===== src/rtl/shift_reg_pipe.sv =====
// -----------------------------------------------------------------------------
// shift_reg_pipe
//   Enable-gated shift-register pipeline of DEPTH stages. Each stage holds a
//   WIDTH-bit data word plus a valid bit. A synchronous flush clears every
//   stage and has priority over the shift enable. count reports how many
//   stages currently hold a valid entry.
//
// Parameters
//   WIDTH      data bits per stage (1..64)
//   DEPTH      number of register stages (1..64)
//   RESET_VAL  value loaded into every data stage on reset and flush
//
// Ports
//   clk        clock, all state updates on the rising edge
//   rst        asynchronous active-low reset
//   D          data into stage 0
//   d_valid    qualifier captured alongside D
//   en         shift enable; low holds every stage
//   flush      synchronous clear of all stages (wins over en)
//   Q          data of the last stage (DEPTH-1)
//   q_valid    valid bit of the last stage
//   count      number of stages whose valid bit is set (0..DEPTH)
//
// Optional feature (macro SHIFT_REG_PIPE_TAP_OUT_EN)
//   taps       WIDTH*DEPTH bits, bits [WIDTH*(i+1)-1 : WIDTH*i] = data stage i
//   tap_valid  DEPTH bits, bit i = valid bit of stage i
// -----------------------------------------------------------------------------
module shift_reg_pipe #(
   parameter int unsigned            WIDTH     = 1,
   parameter int unsigned            DEPTH     = 4,
   parameter logic [WIDTH-1:0]       RESET_VAL = '0
) (
   input  logic                         clk,
   input  logic                         rst,
   input  logic [WIDTH-1:0]             D,
   input  logic                         d_valid,
   input  logic                         en,
   input  logic                         flush,
   output logic [WIDTH-1:0]             Q,
   output logic                         q_valid,
   output logic [$clog2(DEPTH+1)-1:0]   count
`ifdef SHIFT_REG_PIPE_TAP_OUT_EN
   ,
   output logic [WIDTH*DEPTH-1:0]       taps,
   output logic [DEPTH-1:0]             tap_valid
`endif
);

   localparam int unsigned CNT_W = $clog2(DEPTH + 1);

   logic [WIDTH-1:0] data_q [DEPTH];
   logic [DEPTH-1:0] valid_q;

   // NOTE: every stage is a plain register (not RAM), so each one is reset;
   // state is updated with non-blocking assignments so all stages sample the
   // previous-cycle value of their neighbour on the same edge.
   always_ff @(posedge clk or negedge rst) begin
      if (!rst) begin
         for (int i = 0; i < int'(DEPTH); i++) begin
            data_q[i]  <= RESET_VAL;
            valid_q[i] <= 1'b0;
         end
      end else if (flush) begin
         // Flush beats en; the word presented on this edge is discarded.
         for (int i = 0; i < int'(DEPTH); i++) begin
            data_q[i]  <= RESET_VAL;
            valid_q[i] <= 1'b0;
         end
      end else if (en) begin
         // Data is captured regardless of d_valid; only the valid bit
         // qualifies it, so an unknown D cannot disturb valid bits or count.
         data_q[0]  <= D;
         valid_q[0] <= d_valid;
         for (int i = 1; i < int'(DEPTH); i++) begin
            data_q[i]  <= data_q[i-1];
            valid_q[i] <= valid_q[i-1];
         end
      end
   end

   assign Q       = data_q[DEPTH-1];
   assign q_valid = valid_q[DEPTH-1];

   // NOTE: the accumulator is given a default before the loop so no latch
   // is inferred.
   always_comb begin
      count = '0;
      for (int i = 0; i < int'(DEPTH); i++) begin
         count = count + CNT_W'(valid_q[i]);
      end
   end

`ifdef SHIFT_REG_PIPE_TAP_OUT_EN
   for (genvar g = 0; g < int'(DEPTH); g++) begin : g_taps
      assign taps[WIDTH*g +: WIDTH] = data_q[g];
   end
   assign tap_valid = valid_q;
`endif

endmodule


===== config.mk =====
export PLATFORM = sky130hd
export DESIGN_NAME = shift_reg_pipe
export DESIGN_NICKNAME = d
export VERILOG_FILES = /design/src/rtl/shift_reg_pipe.sv
export SDC_FILE = /design/constraint.sdc
export NUM_CORES = 1
export LEC_CHECK = 0
export BUFFER_PORTS_ARGS = -buffer_cell sky130_fd_sc_hd__buf_2
export CORE_AREA = 2 2 39 41
export DETAILED_ROUTE_END_ITERATION = 8
export DIE_AREA = 0 0 41 43
export GPL_ROUTABILITY_DRIVEN = 0
export RECOVER_POWER = 25
export SLEW_MARGIN = 10
export SYNTH_ARGS = -nofsm -noshare
export SYNTH_HDL_FRONTEND = slang
export SYNTH_SLANG_ARGS = --single-unit
export TNS_END_PERCENT = 50

===== constraint.sdc =====
create_clock -name clk -period 2.05 [get_ports clk]
set_clock_uncertainty 0.05 [all_clocks]
set_input_delay 0.1025 -clock clk [delete_from_list [all_inputs] [get_ports clk]]
set_output_delay 0.1025 -clock clk [all_outputs]
set_load 0.005 [all_outputs]

After elaboration in Yosys (flattened, before gate mapping)
Index checks and enable logic that the tools add are counted.
{ "op_classes": {"addsub": 3, "mux": 4, "n_reduce_logical": 1} }
{ "op_table": {"columns": ["cell", "count"], "rows": [
  ["2-to-1 mux 4 bit", 4],
  ["adder 2 x 1 -> 3 bit", 1],
  ["adder 3 x 1 -> 3 bit", 1],
  ["adder 1 x 1 -> 2 bit", 1],
  ["nonzero test 2 bit", 1]
]} }
{ "totals": {"word_cells": 13, "reg_bits": 8, "inputBits": 6} }

Logic depth before layout (Yosys ltp)
{ "depth": {"ltp_word": 3, "ltp_mapped": 5, "mapped_depth_nobuf": 5} }

Worst setup path after synthesis
Ideal clock, no wire load.
{ "synth_path": {"kind": "reg2out", "startpoint": "register valid_q[3]", "endpoint": "output port count[1]", "setup_slack_ps": 483, "required_ps": 1898, "t_arrival_ps": 1415, "path_stages_with_launch": 6, "path_buffers": 0, "cell_sequence": "dfrtp_1 -> inv_1 -> fa_1 -> inv_1 -> ha_1 -> ha_1"} }
{ "synth_via": {"elab_chain_len": 1} }
{ "synth_lines": {"columns": ["element", "line_no", "source"], "rows": [
  ["start: declaration", "52", "logic [DEPTH-1:0] valid_q;"],
  ["start signal: indexed assignment", "76", "valid_q[i] <= valid_q[i-1];"],
  ["adder 3 x 1 -> 3 bit", "89", "count = count + CNT_W'(valid_q[i]);"],
  ["end: declaration", "41", "output logic [$clog2(DEPTH+1)-1:0] count"]
]} }
Every way passes these cells.

Worst setup path in the final report
Same ends and word-level chain as after synthesis.

==> key figures <==
Outcome
  • Status: completed

Logic synthesis
  • Unique masters post-synth: 8
  • Yosys reg bits: 8
  • Mapped Cells: 34
  • Top cells by area, synth: dfrtp_1 (51%), mux2i_1 (21%), nor2_1 (7.7%)
  • Syn_nets: 43
  • Yosys warning count: 0
  • Post-Syn Area: 389 µm²
  • Cell taking the most area after synthesis: dfrtp_1
  • Yosys top cell area share: 51.4%
  • Syn avg cell area: 11.4 µm²
  • Post-synthesis sequential area ratio: 51.4%

Setup path
  • CP required: 1.90 ns
  • Kind of start point of the critical path: flop
  • Cells on worst reg2reg path: 2
  • WP data arrival: 1.79 ns
  • Max incr delay on CP: 0.53 ns
  • R2r setup slk: 1.29 ns
  • Reg2reg start: valid_q[2]
  • WP buf/inv: 3
  • CP endpoint kind: output pin
  • Crit Path Max Fanout: 3
  • CP cell instances: inv_1, fa_1, inv_1, ha_1, ha_1, buf_2
  • CP max-delay cell: fa_1
  • Reg2reg end: valid_q[3]
  • CP Launch Point: valid_q[3]
  • CP Class: flop to output pin
  • Top delay family on crit path: adder cells
  • Critical Path Stages: 6

STA
  • Setup-failing EPs final: 0
  • Setup ws final: 0.105 ns
  • RSZ-0062 raised after global routing: false
  • Max_slew headroom: 71.3%
  • Tmin final: 1.94 ns
  • Final period util: 94.9%
  • Worst hold slack: 0.0477 ns
  • Fin. Hold Viols: 0
  • Slew @ Worst Pin: 0.430 ns
  • Setup TNS: 0 ns
  • Pins over their slew limit: 0
  • Peak Freq: 514 MHz

Placed design
  • Place WS: 0.370 ns
  • DPL Wire Length: 475 µm
  • Placed insts: 58
  • Number of I/O port buffers: 10

Final layout
  • Leading cell type in the layout, fill and taps excluded: buf_2
  • Final core area utilization: 34.4%
  • Most frequent cells in the layout: buf_2 (9), dfrtp_1 (8), mux2i_1 (8), nor2_1 (8), inv_1 (5)
  • Antenna diode count: 0
  • Nets: 57
  • Final Non-Filler Cells: 62
  • Fillcell total: 151
  • Share of layout cells above drive strength 1: 26.1%
  • P&R area growth vs syn: 22.2%

Clocking
  • Bufs on Longest Clock Path: 2
  • Worst-path clk slew: 0.05 ns
  • Max H-tree Level: 1
  • Setup bufs post-CTS: 0
  • Clock root buffer: clkbuf_4
  • Clock tree from TritonCTS: yes
  • Worst-skew pair later-pin latency: 0.25 ns
  • CTS Sinks: 8
  • Number of buffers created by CTS: 3

Floorplan
  • Die area: 1760 µm²
  • Initial Util: 28.1%
  • Die W: 41 µm
  • Rows: 14
  • Core area: 1380 µm²
  • IO Pins: 11
  • Die H: 43 µm

Global routing
  • First-pass GRT wire length: 1.07 mm
  • Initial antenna violation count: 0
  • Vias in the first global route: 266
  • Largest net degree at the start of global routing: 9
  • Total Routing Usage GR: 9.56%
  • Overflow after GRT: 0

Detailed routing
  • Via count: 262
  • Routed vias/inst: 4.23
  • Initial DRT Pass Iterations: 1
  • Post-DR wirelength/cell: 9.81 µm
  • Drt drc: 0
  • Final antenna-violating net count: 0
  • Final WL: 608 µm
  • Starting DRC count in detailed routing: 0

Power
  • PwrDens: 655 nW/µm²
  • Maximum vdd drop: 0.000382 V
  • Lkg Pwr: 0.278 nW

Min path
  • Hold Crit Endpoint: valid_q[0]
  • Hold/Removal Path Class: input pin to flop
  • Hold_sp: d_valid
  • WHS Path Cells: 3

Flow run
  • Max Cap Violations: 0
[flip-flops by register name, summed over array words and instances (netlist names)]
signal and flops:
Q 1, valid_q 4, data_q 3
[Yosys cell counts, drive strengths merged]
cell type / count
dfrtp: 8
mux2i: 8
inv: 5
buf: 2
nor2: 8
ha: 2
fa: 1
[metal layers]
metal  global-route usage, %  share of wire, %  vias up
li1                        -                 -      131
met1                    12.4                50      123
met2                    12.2                43        8
met3                    1.57               6.7        0
met4                    10.0                 0        0
met5                       0                 0        -
[power breakdown]
part	switching, mW	total, mW	internal (mW)
Clock	0.0492	0.116	0.0667
Combinational	0.0159	0.0299	0.0140
Sequential	0.00289	0.166	0.163
Total	0.0679	0.311	0.243
[worst min-delay path, cell delays in order]
cell and delay [ns]:
buf_2 0.08, mux2i_1 0.05, nor2_1 0.07
[final cells by class]
type	instances	area [µm²]	area share (%)
multi-input combinational	19	155	32.6
inverter	5	18.8	3.95
timing repair buffer	11	58.8	12.4
sequential	8	200	42.1
clock buffer	3	22.5	4.74
tap	16	20.0	4.21
[repair_timing]
item,4_1_cts,5_1_grt
gates resized for setup,0,0
hold endpoints to repair,8,0
endpoints found under the setup margin,0,0
hold buffers,1,0
[cells by family after synthesis]
group,count (synthesis),synth area share [%]
muxes,8,20.6
and+or+nand+nor,8,7.72
DFF,8,51.4
buffers and inverters,7,8.68
adders and majority gates,3,11.6
[per-stage QoR]
step / cell area (µm²) / total power [mW]
2_1_floorplan: 389 / 0.187
3_3_place_gp: 444 / 0.197
3_5_place_dp: 444 / 0.197
4_1_cts: 477 / 0.320
5_1_grt: 475 / 0.332
6_report: 475 / 0.311
[worst max path at each step]
stage          slack [ns]       end
3_3_place_gp         0.40  count[1]
5_1_grt              0.03  count[1]
6_report             0.11  count[1]
2_1_floorplan        0.48  count[1]
3_5_place_dp         0.37  count[1]
4_1_cts              0.09  count[1]
Power figures use the tool's default switching activity.
